**config.mk**
```make
export PLATFORM = sky130hd
export DESIGN_NAME = servo_pwm_multi
export DESIGN_NICKNAME = d
export VERILOG_FILES = /design/src/rtl/servo_pkg.sv /design/src/rtl/servo_tick_gen.sv /design/src/rtl/servo_pwm_multi.sv
export SDC_FILE = /design/constraint.sdc
export NUM_CORES = 1
export LEC_CHECK = 0
export ABC_AREA = 1
export CORE_MARGIN = 4
export CORE_UTILIZATION = 26
export DETAILED_ROUTE_END_ITERATION = 6
export DONT_BUFFER_PORTS = 1
export PLACE_DENSITY = 0.39
export SYNTH_ARGS = -nofsm -noshare
export SYNTH_HDL_FRONTEND = slang
export SYNTH_SLANG_ARGS = --single-unit
```
**constraint.sdc**
```tcl
create_clock -name clk -period 8.4 [get_ports clk]
set_input_delay 0 -clock clk [delete_from_list [all_inputs] [get_ports clk]]
set_output_delay 0 -clock clk [all_outputs]
set_load 0.05 [all_outputs]
```
**src/rtl/servo_pkg.sv**
```systemverilog
// Shared definitions for the servo PWM blocks: mode encodings, default
// timing for a 100 MHz clock, and the position clamp helper.
package servo_pkg;

    typedef enum logic [1:0] {
        MODE_OFF   = 2'b00,
        MODE_TRACK = 2'b01,
        MODE_SWEEP = 2'b10
    } mode_e;

    localparam int CLK_HZ           = 100_000_000;
    localparam int TICK_US          = 10;
    localparam int DEF_TICK_DIV     = (CLK_HZ / 1_000_000) * TICK_US;
    localparam int DEF_PERIOD_TICKS = 20_000 / TICK_US;
    localparam int DEF_MIN_TICKS    = 1_000 / TICK_US;

    function automatic int unsigned clamp_pos(input int unsigned pos, input int unsigned span);
        return (pos > span) ? span : pos;
    endfunction

endpackage

```
**src/rtl/servo_tick_gen.sv**
```systemverilog
// One-clk tick enable every TICK_DIV clocks, from a free-running divider.
module servo_tick_gen #(
    parameter int TICK_DIV = 1000
) (
    input  logic clk,
    input  logic rst,
    output logic tick_en
);

    localparam int CW = $clog2(TICK_DIV);

    logic [CW-1:0] cnt;

    assign tick_en = (cnt == CW'(TICK_DIV - 1));

    always_ff @(posedge clk or negedge rst) begin
        if (!rst)         cnt <= '0;
        else if (tick_en) cnt <= '0;
        else              cnt <= cnt + 1'b1;
    end

endmodule

```
**src/rtl/servo_pwm_multi.sv**
```systemverilog
// Multi-channel servo PWM: shared tick/frame timing, per-channel mode,
// target and slew, with all channel state changes applied at frame boundaries.
module servo_pwm_multi
    import servo_pkg::*;
#(
    parameter int TICK_DIV     = DEF_TICK_DIV,
    parameter int PERIOD_TICKS = DEF_PERIOD_TICKS,
    parameter int MIN_TICKS    = DEF_MIN_TICKS,
    parameter int SPAN         = 100,
    parameter int STEP         = 1,
    parameter int NUM_CH       = 4,
    parameter int POS_W        = 8,
    parameter int CH_W         = (NUM_CH > 1) ? $clog2(NUM_CH) : 1
) (
    input  logic              clk,
    input  logic              rst,
    input  logic              cmd_valid,
    output logic              cmd_ready,
    input  logic [CH_W-1:0]   cmd_ch,
    input  logic [1:0]        cmd_mode,
    input  logic [POS_W-1:0]  cmd_pos,
    output logic [NUM_CH-1:0] servo,
    output logic              frame_start,
    output logic [NUM_CH-1:0] busy,
    output logic              cmd_err
);

    localparam int FW = $clog2(PERIOD_TICKS);
    localparam int PW = POS_W + 1;
    localparam logic [PW-1:0]   STEP_X   = PW'(STEP);
    localparam logic [PW-1:0]   SPAN_X   = PW'(SPAN);
    localparam logic [CH_W:0]   NUM_CH_X = (CH_W + 1)'(NUM_CH);

    logic          tick_en;
    logic [FW-1:0] fcnt;
    logic          boundary;
    logic          cmd_acc;
    logic          ch_bad;
    mode_e         cmd_mode_m;
    logic [POS_W-1:0] pos_cl;

    servo_tick_gen #(.TICK_DIV(TICK_DIV)) u_tick (
        .clk     (clk),
        .rst     (rst),
        .tick_en (tick_en)
    );

    assign boundary    = tick_en && (fcnt == FW'(PERIOD_TICKS - 1));
    assign frame_start = boundary;
    // Commands are refused only in the boundary clk, so a write never races the update.
    assign cmd_ready   = !boundary;
    assign cmd_acc     = cmd_valid && cmd_ready;
    assign ch_bad      = ({1'b0, cmd_ch} >= NUM_CH_X);
    assign cmd_mode_m  = (cmd_mode == MODE_TRACK || cmd_mode == MODE_SWEEP) ? mode_e'(cmd_mode) : MODE_OFF;
    assign pos_cl      = POS_W'(clamp_pos(32'(cmd_pos), SPAN));

    always_ff @(posedge clk or negedge rst) begin
        if (!rst) begin
            fcnt    <= '0;
            cmd_err <= 1'b0;
        end else begin
            cmd_err <= cmd_acc && ch_bad;
            if (tick_en) fcnt <= boundary ? '0 : fcnt + 1'b1;
        end
    end

    for (genvar i = 0; i < NUM_CH; i++) begin : g_ch
        mode_e            mode_q, pend_q;
        logic [POS_W-1:0] cur_q, tgt_q;
        logic             dir_up_q, busy_q, servo_q;
        logic [PW-1:0]    cur_x, tgt_x, cur_n;
        logic             dir_n;
        logic             sel;

        assign sel   = cmd_acc && !ch_bad && (cmd_ch == CH_W'(i));
        assign cur_x = {1'b0, cur_q};
        assign tgt_x = {1'b0, tgt_q};

        // The move at a boundary follows the mode of the frame just ending.
        always_comb begin
            cur_n = cur_x;
            dir_n = dir_up_q;
            case (mode_q)
                MODE_TRACK: begin
                    if (tgt_x > cur_x)      cur_n = (tgt_x - cur_x > STEP_X) ? cur_x + STEP_X : tgt_x;
                    else if (tgt_x < cur_x) cur_n = (cur_x - tgt_x > STEP_X) ? cur_x - STEP_X : tgt_x;
                end
                MODE_SWEEP: begin
                    if (dir_up_q) begin
                        if (cur_x + STEP_X >= SPAN_X) begin
                            cur_n = SPAN_X;
                            dir_n = 1'b0;
                        end else begin
                            cur_n = cur_x + STEP_X;
                        end
                    end else begin
                        if (cur_x <= STEP_X) begin
                            cur_n = '0;
                            dir_n = 1'b1;
                        end else begin
                            cur_n = cur_x - STEP_X;
                        end
                    end
                end
                default: ;
            endcase
        end

        always_ff @(posedge clk or negedge rst) begin
            if (!rst) begin
                mode_q   <= MODE_OFF;
                pend_q   <= MODE_OFF;
                cur_q    <= POS_W'(SPAN / 2);
                tgt_q    <= POS_W'(SPAN / 2);
                dir_up_q <= 1'b1;
                busy_q   <= 1'b0;
                servo_q  <= 1'b0;
            end else begin
                if (sel) begin
                    pend_q <= cmd_mode_m;
                    tgt_q  <= pos_cl;
                end
                if (boundary) begin
                    mode_q   <= pend_q;
                    cur_q    <= cur_n[POS_W-1:0];
                    dir_up_q <= dir_n;
                    busy_q   <= (pend_q == MODE_TRACK) && (cur_n != tgt_x);
                end
                servo_q <= (mode_q != MODE_OFF) && (32'(fcnt) < 32'(MIN_TICKS) + 32'(cur_q));
            end
        end

        assign servo[i] = servo_q;
        assign busy[i]  = busy_q;
    end

endmodule
```
Yosys cells after proc, flatten, opt, wreduce, memory -nomap -nowiden --
Index checks and enable logic that the tools add are counted.
Cells by class: equal/unequal tests 23, add/sub/neg operators 22, $lt $le $gt $ge 29, muxes and demuxes 48, reductions and logical operators 25
Operator list (count):
- 9-bit two-way mux | 28
- 9-bit by 1-bit greater-than comparator with 1-bit output (second input constant) | 8
- 9-bit one-hot mux with 2 select lines | 4
- 8-bit by 8-bit subtractor with 9-bit output | 8
- 11-bit by 9-bit less-than comparator with 1-bit output | 4
- 7-bit by 8-bit adder with 9-bit output (first input constant) | 4
- 8-bit by 1-bit adder with 9-bit output (second input constant) | 4
- 9-bit by 7-bit >= comparator with 1-bit output (second input constant) | 4
- 9-bit by 8-bit != test with 1-bit output | 4
- 8-bit by 1-bit subtractor with 9-bit output (second input constant) | 4
- 8-bit greater-than comparator | 4
- 8-bit by 1-bit less-or-equal comparator with 1-bit output (second input constant) | 4
- 8-bit less-than comparator | 4
- 2-bit by 1-bit equality test with 1-bit output (second input constant) | 10
- 2-bit equality test (second input constant) | 7
- 1-bit logical AND | 14
- 1-bit two-way mux | 12
- 11-bit by 1-bit adder with 11-bit output (second input constant) | 1
- 11-bit equality test (second input constant) | 1
- 11-bit two-way mux | 1
- 10-bit by 1-bit adder with 10-bit output (second input constant) | 1
- 10-bit equality test (second input constant) | 1
- 10-bit two-way mux | 1
- 8-bit by 7-bit greater-than comparator with 1-bit output (second input constant) | 1
- other kinds (7) | 13
Word-level totals: output and inout port bits 11, register bits after elaboration 113, word-level logic and storage cells 177, input port bits 15

Longest topological paths before layout --
Gate-level depths: netlist of run 1.
depth after elaboration 8, gate-level depth with buffers 29

Modules after synthesis --
Synthesis of run 1 repeated with hierarchy kept, for this count alone.
Unflattened totals: cells, all modules 2347, area total of the unflattened synthesis 14247.4 um^2
By module, submodules not included:
- servo_pwm_multi | times used 1, cells each 2270, area an instance 13698.1 um^2, sequential area each 2612.5 um^2
- servo_tick_gen | times used 1, cells each 77, area an instance 549.3 um^2, sequential area each 250.2 um^2

Worst setup path before layout of run 1 --
No wires, ideal clock.
path type register to register, from register u_tick.cnt[0], to register g_ch[0].dir_up_q, setup slack 5.296 ns, required time 8.285 ns, path buffers 0, period minus slack after synthesis 3.104 ns, data arrival time 2.989 ns, cell stages (with the launch flop) 8, path through dfrtp_1 ha_1 nand2_1 nor4_1 nand4_1 nor2_1 inv_1 o311ai_0
On the way: cells in the longest elaborated chain, start to end 3
Ends and longest elaborated chain:
- start: declaration | line servo_tick_gen.sv:12 | logic [CW-1:0] cnt;
- start signal: assignment | line servo_tick_gen.sv:19 | else cnt <= cnt + 1'b1;
- 10-bit equality test | line servo_tick_gen.sv:14 | assign tick_en = (cnt == CW'(TICK_DIV - 1));
- 1-bit logical AND | line servo_pwm_multi.sv:48 | assign boundary = tick_en && (fcnt == FW'(PERIOD_TICKS - 1));
- named net frame_start | line servo_pwm_multi.sv:23 | output logic frame_start,
- 2-bit AND reduction (no source line)
- end signal: assignment | line servo_pwm_multi.sv:126 | dir_up_q <= dir_n;
- end: declaration | line servo_pwm_multi.sv:70 | logic dir_up_q, busy_q, servo_q;
The timed path passes the listed nets, and every way through them passes these cells. A chain may end at the register's enable or synchronous reset.

Worst setup path in the final report of run 1 --
from register g_ch[3].cur_q[5], to register g_ch[3].busy_q
On the way: cells in the longest elaborated chain, start to end 8, elaborated cells between the ends (all ways) 20, classes of those cells add/sub: 4; order compare: 6; eq/ne: 1; mux: 8; reduce/logical: 1
Ends and longest elaborated chain:
- start: declaration | line servo_pwm_multi.sv:69 | logic [POS_W-1:0] cur_q, tgt_q;
- start signal: assignment | line servo_pwm_multi.sv:113 | cur_q <= POS_W'(SPAN / 2);
- start signal: assignment | line servo_pwm_multi.sv:125 | cur_q <= cur_n[POS_W-1:0];
- 8-bit by 8-bit subtractor with 9-bit output | line servo_pwm_multi.sv:86 | else if (tgt_x < cur_x) cur_n = (cur_x - tgt_x > STEP_X) ? cur_x - STEP_X : tgt_x;
- 9-bit by 1-bit greater-than comparator with 1-bit output | line servo_pwm_multi.sv:86
- 9-bit two-way mux (2 in a row) | line servo_pwm_multi.sv:86
- 9-bit two-way mux | line servo_pwm_multi.sv:85 | if (tgt_x > cur_x) cur_n = (tgt_x - cur_x > STEP_X) ? cur_x + STEP_X : tgt_x;
- 9-bit one-hot mux with 2 select lines (*) | line servo_pwm_multi.sv:83 | case (mode_q)
- 9-bit by 8-bit != test with 1-bit output (*) | line servo_pwm_multi.sv:127 | busy_q <= (pend_q == MODE_TRACK) && (cur_n != tgt_x);
- 1-bit logical AND (*) | line servo_pwm_multi.sv:127
- end signal: assignment | line servo_pwm_multi.sv:127
- end: declaration | line servo_pwm_multi.sv:70
Mark *: on every way between the ends. The rest lies on a longest branch, timed or not.

==> results of run 1 <==
-- registers in the layout (all words and copies together) (netlist names), 8 cells and up --
register     flops
g_ch.tgt_q      32
fcnt            11
g_ch.cur_q      32
g_ch.pend_q      8
u_tick.cnt      10
g_ch.mode_q      8
-- final timing paths --
| kind | startpoint | to | slack [ns] | depth (start not counted) |
|---|---|---|---|---|
| hold reg to reg | u_tick.cnt[0] | u_tick.cnt[0] | 0.47 | 1 |
| setup reg to reg | g_ch[3].cur_q[5] | g_ch[3].busy_q | 4.49 | 23 |
| hold / removal | cmd_pos[6] | g_ch[3].tgt_q[6] | 0.003 | 2 |
| min in group asynchronous | rst | g_ch[1].servo_q | 0.14 | 2 |
| setup / recovery | g_ch[3].cur_q[5] | g_ch[3].busy_q | 4.49 | 23 |
| max in group asynchronous | rst | g_ch[3].servo_q | 7.69 | 2 |
-- Yosys cell counts, drive strengths merged --
master and count:
nand2 873, inv 339, nand3 279, nor2 156, ha 130, o21ai 130, a21oi 104, dfrtp 85
xor2 41, buf 38, nand4 36, nor3 30, dfstp 28, clkbuf 27, or2 12, a21boi 10
clkinv 10, o211ai 9, fa 8, xnor2 7, o21a 5, nor4 4, a31oi 3, nand3b 3
o21bai 3, o311ai 2, o31ai 2, a2111oi 1, a211oi 1, a21o 1, a2bb2oi 1, a31o 1
a32oi 1, a41oi 1, and3 1, conb 1, dlygate4sd1 1, nor3b 1
-- cell usage in the layout (no fill, tap or decap), types with 5 or more instances in the layout --
cell type and n:
xor2_1 41, dfrtp_1 85, ha_1 130, nand2_4 7, inv_1 320, or2_1 7
clkinv_2 5, nor3_1 28, dlygate4sd3_1 12, nor2_1 138, o21ai_0 116, nand4_1 35
inv_2 19, a21boi_0 10, nand3_2 8, nand3_1 269, a21oi_1 100, nand2_2 22
clkinv_1 10, nor2_4 13, fa_1 8, clkbuf_16 17, o211ai_1 9, nor2_2 5
dfstp_2 28, nand2_1 844, o21a_1 5, xnor2_1 7, o21ai_1 13
-- per-layer routing --
| layer | GRT usage [%] | up-vias | part of all wire, % |
|---|---|---|---|
| met2 | 28.5 | 374 | 45 |
| met4 | 3.82 | 0 | 1.7 |
| met1 | 24.3 | 6845 | 49 |
| met5 | 0 | - | 0 |
| li1 | - | 7537 | - |
| met3 | 2.38 | 61 | 4.4 |
-- power by group through the flow --
stage | registers [mW] | logic [mW] | clock network, mW
after floorplan | 0.612 | 0.598 | 0
after global placement | 0.639 | 0.749 | 0
after detailed placement | 0.637 | 0.743 | 0
after CTS | 0.628 | 0.765 | 0.798
after global routing | 0.632 | 0.878 | 0.819
final | 0.629 | 0.764 | 0.774
-- area by class of cell --
class,instances,area (um2)
clock buffers,18,439
clock inverters,14,164
fillers,6134,38600
inverters,349,1310
multi-input cells,1857,9800
flip-flops and latches,113,2860
well taps,696,871
repair buffers,17,178
-- critical path, stage by stage, from the launching register on --
cell and delay, ns:
dfstp_2 0.62, clkinv_1 0.31, ha_1 0.55, nand2_1 0.11, nor2_1 0.26, nand3_1 0.11, nand2_1 0.07, nand2_1 0.05
nor2_1 0.15, nand3_1 0.38, nand2_1 0.16, nand3_1 0.09, nand2_1 0.07, inv_1 0.04, nand2_1 0.05, nand2_1 0.07
nand3_1 0.15, nand2_1 0.07, inv_1 0.05, nand2_1 0.12, nor2_1 0.11, nand2_1 0.07, nand2_1 0.07, nand2_1 0.05
-- stage by stage --
| stage | worst slack [ns] | total power, mW |
|---|---|---|
| after global routing | 4.17 | 2.33 |
| final | 4.49 | 2.17 |
| after CTS | 4.54 | 2.19 |
| after global placement | 4.52 | 1.39 |
| after detailed placement | 4.54 | 1.38 |
| after floorplan | 5.30 | 1.21 |
-- cell families (layout without fill, tap and decap cells) --
| kind of cell | after synthesis | after routing | share of synthesized area (%) |
|---|---|---|---|
| simple gates | 1395 | 1395 | 42.3 |
| buf+inv | 415 | 398 | 11.9 |
| fa+ha+maj | 138 | 138 | 12.4 |
| flops | 113 | 113 | 19.9 |
| compound gates | 275 | 275 | 10.5 |
| other cells | 1 | 1 | 0.0261 |
| xor+xnor | 48 | 48 | 2.93 |
-- timing repair --
action                                  4_1_cts  5_1_grt
endpoints found under the setup margin        0        0
setup buffers                                 0        0
endpoints found under the hold margin       135        0
hold buffers                                 13        0
==> results.json, run 1 <==
{
  "pwr-share-clk_pct": 35.7,
  "die_height_um": 243,
  "start_util_pct": 26.5,
  "num_io_pins": 26,
  "fin_area_mm2": 0.0156,
  "switchingPower_mw": 0.877,
  "placed_area_mm2": 0.0149,
  "viasPerCell": 4.84,
  "worstSetupPathType": "reg2reg",
  "fin_worst_skew_ns": 0.0101,
  "p_seq_share_pct": 29.0,
  "grt_use_total_pct": 17.4,
  "rows": 85,
  "area_growth_pct": 8.79,
  "synth_cell_types": 57,
  "io_buffers": 0,
  "maxSlewHeadroom_pct": 33.2,
  "yosys.area.top_type": "nand2_1",
  "syn_inst": 2385,
  "root_buffer": "clkbuf_16",
  "wirelength_um": 52300,
  "peakVddDrop_mv": 0.129,
  "drv_cap": 0,
  "grt_first_pass_wirelength_um": 82000,
  "routedWlPerCell_um": 17.1,
  "insertion_delay_ns": 0.43,
  "yosysWarnings": 0,
  "synth.area.top_cells": "nand2_1 (22%), dfrtp_1 (15%), ha_1 (11%), nand3_1 (9.4%), inv_1 (8.4%)",
  "setup.worst_path.end_class": "register",
  "worstPathRequired_ns": 8.73,
  "status": "finished clean",
  "dieArea_mm2": 0.0590,
  "worst_slew_pin_slew_ns": 1.00,
  "hpwl_um": 40900,
  "hold_ws_ns": 0.00269,
  "cts.reportedPaths.clkPinSlew_ns": 0.06,
  "routed-via-count": 14817,
  "h-tree-depth": 4,
  "syn_nets": 2538,
  "drive_gt1_share_pct": 6.50,
  "finalSetupViolations": 0,
  "grt_max_degree": 114,
  "ys_seq_area_share_pct": 19.9,
  "yosysTopAreaCellShare_pct": 22.1,
  "synth-seq-cells": 113,
  "grt_pass1_vias": 14368,
  "synth.avg_cell_area_um2": 6.02,
  "swShare_pct": 40.5,
  "setup.worst_path.start_class": "register",
  "setup-tns-final_ns": 0,
  "comb_power_share_pct": 35.3,
  "antenna_found_initial": 1,
  "rsz0062_at_grt": "false",
  "hold_viol": 0,
  "antenna_left": 0,
  "crit_fanout": 8,
  "final_util_pct": 28.8,
  "min_period_ns": 3.91,
  "dp.cells": 3019,
  "clk_path_buf_depth": 2,
  "leakage_nw": 8.23,
  "cp.arrival_ns": 4.24,
  "layout.nets": 2508,
  "cts_inserted_buffers": 17,
  "antenna_cells": 0,
  "dr.pass1.iters": 6,
  "stdcell_count": 3064,
  "core_mm2": 0.0542,
  "cell_internal_pwr_mw": 1.29,
  "fin_crit_sh_pct": 46.5,
  "cts_tree": "built",
  "die_width_um": 243,
  "netlist_area_mm2": 0.0144,
  "p_per_area_mw_per_mm2": 139,
  "drc": 0,
  "first_iter_violations": 1204,
  "grt-ovfl-total": 0,
  "min_path_type": "in2reg",
  "max_freq_ghz": 0.256,
  "cts_resized": 0,
  "gp_congestion": 0.944,
  "clock-sinks": 113,
  "drv_slew": 0
}
No activity file was read; power rests on OpenSTA's default activity.
==> run 2: changes to the inputs <==
- ABC_AREA: 1 -> 0
- PLACE_DENSITY: 0.39 -> 0.41
- clock period: 8.4 -> 3.4 ns (I/O delays scaled with it)
==> run 2 against run 1 <==
The flow now finishes with violations (setup timing). Design area rose by 33%. Final cell count rose by 4.1%. Setup slack got worse by 4.8 ns. Clock power rose by 140%. Clock skew rose by 0.0059 ns. Flip-flop and latch count did not move. Total power rose to 2.8 times the previous value. Die area rose by 0.71%. Clock-buffer cell count rose by 1. Critical path type unchanged.
==> results.json, run 2 <==
{
  "routed-via-count": 16867,
  "first_iter_violations": 1498,
  "cts_tree": "built",
  "fin_worst_skew_ns": 0.0160,
  "viasPerCell": 5.29,
  "async_reset_ff_share_pct": 100,
  "min_period_ns": 3.73,
  "drv_cap": 0,
  "yosys.area.top_type": "dfrtp_1",
  "top_regs": "g_ch.cur_q: 32 flops, g_ch.tgt_q: 32 flops, fcnt: 11 flops",
  "fin_crit_sh_pct": 110,
  "drv_slew": 0,
  "path_cells": "inv_2 > ha_2 > fa_2 > nand2b_4 > a21oi_4 > mux2i_2 > o2111ai_2 > nor3_4 > buf_6 > mux2i_1 > a221o_1 > mux2_4 > nand4_1 > or4_4 > a32o_1",
  "grt-ovfl-total": 0,
  "die_height_um": 244,
  "hold_path_depth": 2,
  "r2r.worst_path.cells": 15,
  "placed_area_mm2": 0.0191,
  "area_growth_pct": 44.0,
  "num_io_pins": 26,
  "start_util_pct": 26.3,
  "final_cell_mix": "buf_4 (532), nand2_1 (220), nor2_1 (139), o21ai_0 (135), a21oi_1 (114)",
  "grt_pass1_vias": 16688,
  "yosysWarnings": 0,
  "worstHoldEndpoint": "g_ch[1].pend_q[1]",
  "multi_input_comb_area_mm2": 0.0117,
  "dieArea_mm2": 0.0595,
  "worstSetupPathType": "reg2reg",
  "fillers": 5884,
  "seq_area_mm2": 0.00286,
  "insertion_delay_ns": 0.48,
  "yosysTopAreaCellShare_pct": 14.7,
  "synth-main-ff-cell": "dfrtp_1",
  "final_common_cell": "buf_4",
  "cp.arrival_ns": 4.09,
  "synth.area.top_cells": "dfrtp_1 (15%), ha_1 (11%), nand2_1 (5.9%), o21ai_0 (5.5%), dfstp_2 (5.1%)",
  "ys_seq_area_share_pct": 19.8,
  "finalSetupViolations": 4,
  "routedWlPerCell_um": 19.6,
  "worst_path_max_delay_cell": "or4_4",
  "syn_inst": 1961,
  "synth_cell_types": 87,
  "violations": "setup timing",
  "grt_first_pass_wirelength_um": 97000,
  "netlist_area_mm2": 0.0145,
  "drive_gt1_share_pct": 33.7,
  "hold_viol": 0,
  "pre_cts_slack_ns": -0.418,
  "r2r_start": "g_ch[0].tgt_q[0]",
  "r2r_slack_ns": -0.33,
  "io_buffers": 0,
  "gp_congestion": 0.938,
  "maxSlewHeadroom_pct": 29.2,
  "min_path_type": "in2reg",
  "p_per_area_mw_per_mm2": 296,
  "layout.nets": 2581,
  "crit_fanout": 3,
  "cts_inserted_buffers": 17,
  "antenna_cells": 0,
  "worst_slew_pin_slew_ns": 1.06,
  "synth.avg_cell_area_um2": 7.38,
  "synth_edf_count": 0,
  "max_freq_ghz": 0.268,
  "synth_most_common_cell": "nand2_1",
  "worstReg2RegEnd": "g_ch[0].busy_q",
  "die_width_um": 244,
  "cts.reportedPaths.clkPinSlew_ns": 0.06,
  "hpwl_um": 48000,
  "slowest_delay_ns": 0.43,
  "min-delay-start": "cmd_mode[1]",
  "fin_area_mm2": 0.0208,
  "setup.worst_path.start_class": "register",
  "antenna_found_initial": 2,
  "setup.worst_path.end_class": "register",
  "setup-tns-final_ns": -0.665,
  "wirelength_um": 62400,
  "grt_use_total_pct": 20.7,
  "h-tree-depth": 4,
  "drc": 0,
  "root_buffer": "clkbuf_16",
  "rows": 86,
  "dr.pass1.iters": 5,
  "worstPathRequired_ns": 3.77,
  "clock-sinks": 113,
  "grt_max_degree": 114,
  "peakVddDrop_mv": 0.247,
  "antenna_left": 0,
  "status": "complete, but fails checks",
  "clk_path_buf_depth": 2,
  "synth-seq-cells": 113,
  "synthTopCellsByCount": "nand2_1 (226), o21ai_0 (159), nor2_1 (145), a21oi_1 (136), ha_1 (130)",
  "syn_nets": 2114,
  "leakage_nw": 8.90,
  "setup_slack_ns": -0.326,
  "rsz0062_at_grt": "true",
  "core_mm2": 0.0551
}
[run 2: metal layers]
layer	up-vias	part of all wire, %	wire length [um]	GRT usage (%)
met4	0	2.0	1230	5.89
met2	511	47	29000	33.7
li1	8151	-	-	-
met5	-	0	0	0
met3	74	5.2	3270	3.16
met1	8131	46	28900	28.3
[run 2: cells by family (layout without fill, tap and decap cells)]
| family | after synthesis | count (layout) | synth area share (%) |
|---|---|---|---|
| and+or+nand+nor | 739 | 739 | 25.3 |
| xor gates and xnor gates | 79 | 79 | 4.78 |
| DFF | 113 | 113 | 19.8 |
| adders and majority gates | 138 | 138 | 12.4 |
| other | 1 | 1 | 0.0259 |
| muxes | 33 | 33 | 2.34 |
| buffers and inverters | 225 | 705 | 6.25 |
| AOI/OAI and AO/OA | 633 | 633 | 29.1 |
[run 2: report_power, final]
group	total, mW	internal, mW	switching, mW
registers	1.50	1.42	0.0775
logic	2.83	1.37	1.46
clock network	1.84	1.03	0.807
total	6.16	3.82	2.34
[run 2: layout make-up]
class                      count  share of cell area (%)
tap                          748                    4.49
sequential                   113                    13.7
inverter                     111                    2.05
timing repair buffer         562                    20.9
clock buffer                  19                    2.13
clock inverter                13                   0.613
multi-input combinational   1623                    56.1
[run 2: worst max path at each step]
stage | slack [ns] | end | start
floorplan | -0.24 | g_ch[0].busy_q | g_ch[0].tgt_q[1]
global placement | -0.41 | g_ch[3].busy_q | g_ch[3].tgt_q[1]
detailed placement | -0.42 | g_ch[3].busy_q | g_ch[3].cur_q[0]
CTS | -0.26 | g_ch[0].busy_q | g_ch[0].tgt_q[1]
global route | -0.48 | g_ch[0].busy_q | g_ch[0].tgt_q[0]
finish | -0.33 | g_ch[0].busy_q | g_ch[0].tgt_q[0]
[run 2: through the flow]
step	hold WS, ns	std cells	utilization (%)	total power, mW
floorplan	-0.296	1961	-	2.85
global placement	-0.292	3113	34.6	3.93
detailed placement	-0.292	3113	34.6	3.94
CTS	0.00759	3171	36.7	6.02
global route	0.0302	3189	37.8	6.53
finish	0.0325	3189	37.8	6.16
[run 2: timing repair]
item                                   CTS  global route
pin swaps                               46            48
setup endpoints to repair               15            23
endpoints found under the hold margin  142             0
cloned                                   1             0
buffers inserted                        13            20
gates resized for setup                 90           115
hold buffers                            12             0
[run 2: worst max-delay path: cells and delay by family, from the launching register on]
| family | cells | cell delay (ns) |
|---|---|---|
| buf+inv | 2 | 0.20 |
| mux | 3 | 0.52 |
| compound gates | 4 | 0.97 |
| flops | 1 | 0.37 |
| fa+ha+maj | 2 | 0.53 |
| simple gates | 4 | 1.02 |
==> run 3: changes to the inputs <==
- ABC_AREA: 0 -> 1
==> run 3 against run 2 <==
Worst hold slack got worse by 0.022 ns. Design area down 19%. Sequential power about the same. Highest routed layer is now met5. Via count shrank 8.2%. Critical endpoint unchanged. The run now ends clean. Combinational power down 21%. Non-clock buffer count fell by 412. Clock power rose by 5%. Critical path type unchanged. Utilization down 6.7 points. Setup slack gained 0.59 ns. Sequential share of layout area grew 3.2 points.
==> results.json, run 3 (synthesis results as in run 1) <==
{
  "placed_area_mm2": 0.0158,
  "peakVddDrop_mv": 0.359,
  "finalSetupViolations": 0,
  "top_regs": "g_ch.cur_q: 32 flops, g_ch.tgt_q: 32 flops, fcnt: 11 flops",
  "start_util_pct": 26.5,
  "drc": 0,
  "hold_viol": 0,
  "cts_inserted_buffers": 17,
  "worstPathRequired_ns": 3.73,
  "r2r.worst_path.cells": 22,
  "clock-sinks": 113,
  "viasPerCell": 4.84,
  "final_util_pct": 31.1,
  "final_cell_mix": "nand2_1 (833), inv_1 (314), nand3_1 (269), buf_4 (133), nor2_1 (129)",
  "fin_worst_skew_ns": 0.0142,
  "fin_crit_sh_pct": 92.3,
  "p_per_area_mw_per_mm2": 337,
  "drv_slew": 0,
  "worst_slew_pin_slew_ns": 1.05,
  "crit_start": "g_ch[0].cur_q[5]",
  "grt_max_degree": 114,
  "worstSetupPathType": "reg2reg",
  "p_seq_share_pct": 26.7,
  "setup.worst_path.start_class": "register",
  "min_path_type": "in2reg",
  "io_buffers": 0,
  "setup.worst_path.end_class": "register",
  "max_freq_ghz": 0.319,
  "r2r_start": "g_ch[0].cur_q[5]",
  "grt_first_pass_wirelength_um": 85200,
  "num_io_pins": 26,
  "crit_fanout": 7,
  "core_mm2": 0.0542,
  "insertion_delay_ns": 0.44,
  "antenna_left": 0,
  "layout.nets": 2645,
  "drive_gt1_share_pct": 13.1,
  "status": "finished clean",
  "grt_pass1_vias": 14781,
  "cell_internal_pwr_mw": 3.41,
  "grt_use_total_pct": 18.2,
  "cp.arrival_ns": 3.46,
  "area_growth_pct": 17.6,
  "worstHoldEndpoint": "g_ch[0].tgt_q[4]",
  "clk_path_buf_depth": 2,
  "fillers": 6036,
  "cts.reportedPaths.clkPinSlew_ns": 0.06,
  "hold_path_depth": 4,
  "dieArea_mm2": 0.0590,
  "first_iter_violations": 1152,
  "drv_cap": 0,
  "hold_ws_ns": 0.0107,
  "hpwl_um": 42900,
  "r2r_slack_ns": 0.26,
  "fin_area_mm2": 0.0169,
  "die_height_um": 243,
  "grt-ovfl-total": 0,
  "comb_power_share_pct": 39.3,
  "swShare_pct": 40.1,
  "gp_congestion": 0.918,
  "switchingPower_mw": 2.28,
  "routed-via-count": 15483,
  "worstReg2RegEnd": "g_ch[0].busy_q",
  "pwr-share-clk_pct": 33.9,
  "wirelength_um": 55400,
  "final_common_cell": "nand2_1",
  "min-delay-start": "cmd_pos[4]",
  "power_mw": 5.69,
  "setup-tns-final_ns": 0,
  "leakage_nw": 8.88,
  "min_period_ns": 3.14,
  "root_buffer": "clkbuf_16",
  "antenna_cells": 0,
  "rows": 85,
  "antenna_found_initial": 2,
  "die_width_um": 243,
  "dr.pass1.iters": 5,
  "h-tree-depth": 4,
  "routedWlPerCell_um": 17.3,
  "maxSlewHeadroom_pct": 29.5,
  "cts_tree": "built"
}
[run 3: cell types whose count changed in the layout (fill, tap and decap cells not counted), moves of 23 or more]
cell,before,now
xnor2_1,57,7
nand2_1,220,833
mux2i_1,23,0
nor2b_1,28,0
nand2b_1,40,0
inv_1,88,314
nand3_1,60,269
buf_4,532,133
nand2_2,3,33
[run 3: area by class of cell]
| cell class | instances | area (um2) | area share, % |
|---|---|---|---|
| inverter | 349 | 1310 | 7.78 |
| tap | 696 | 871 | 5.16 |
| timing repair buffer | 150 | 1210 | 7.18 |
| multi-input combinational | 1861 | 10000 | 59.3 |
| clock buffer | 22 | 474 | 2.81 |
| clock inverter | 10 | 134 | 0.793 |
| sequential | 113 | 2860 | 17.0 |
[run 3: worst max-delay path, cell delays in order, from the launching register on]
cell and delay [ns]:
dfstp_2 0.59, inv_2 0.07, ha_2 0.39, nand2_1 0.08, nor2_1 0.21, nand3_1 0.11
a21oi_1 0.14, nand2_1 0.13, nor2_4 0.25, buf_4 0.17, nand4_1 0.07, nand3_1 0.09
nand2_1 0.05, nand2_1 0.06, nand2_1 0.11, nand2_1 0.10, nand2_1 0.06, nand2_1 0.07
nand2_1 0.05, nor2_1 0.08, nand2_1 0.06, nand2_1 0.05, nand2_1 0.05
[run 3: timing repair]
item / in CTS / in global routing
hold endpoints to repair: 141 / 0
resized for setup: 0 / 57
buffers inserted: 0 / 19
endpoints found under the setup margin: 0 / 4
hold buffers: 12 / 0
[run 3: through the flow]
stage | setup WS (ns) | cells
2_1_floorplan | 0.296 | 2385
3_3_place_gp | 0.0813 | 3134
3_5_place_dp | 0.0930 | 3134
4_1_cts | 0.0673 | 3178
5_1_grt | -0.0105 | 3201
6_report | 0.261 | 3201
[run 3: worst max-delay path by stage]
stage                                   to  slack, ns  depth (start not counted)
final                       g_ch[0].busy_q       0.26                         22
after global routing        g_ch[2].busy_q      -0.01                         23
after CTS                   g_ch[0].busy_q       0.07                         21
after detailed placement    g_ch[0].busy_q       0.09                         21
after global placement      g_ch[0].busy_q       0.08                         21
after floorplan           g_ch[0].dir_up_q       0.30                          7
[run 3: power groups by stage]
stage / Combinational, mW / Clock [mW] / Sequential [mW]
finish: 2.24 / 1.93 / 1.52
global route: 2.51 / 2.04 / 1.53
CTS: 2.09 / 1.98 / 1.52
detailed placement: 2.04 / 0 / 1.54
global placement: 2.04 / 0 / 1.55
floorplan: 1.48 / 0 / 1.51
[run 3: metal layers]
| layer | track usage [%] | share of wire, % | vias to the layer above | wire (um) |
|---|---|---|---|---|
| li1 | - | - | 7804 | - |
| met1 | 25.0 | 47 | 7181 | 26300 |
| met2 | 29.4 | 45 | 428 | 25000 |
| met3 | 3.51 | 5.4 | 66 | 2970 |
| met4 | 4.60 | 2.1 | 4 | 1140 |
| met5 | 0 | 0.043 | - | 24 |
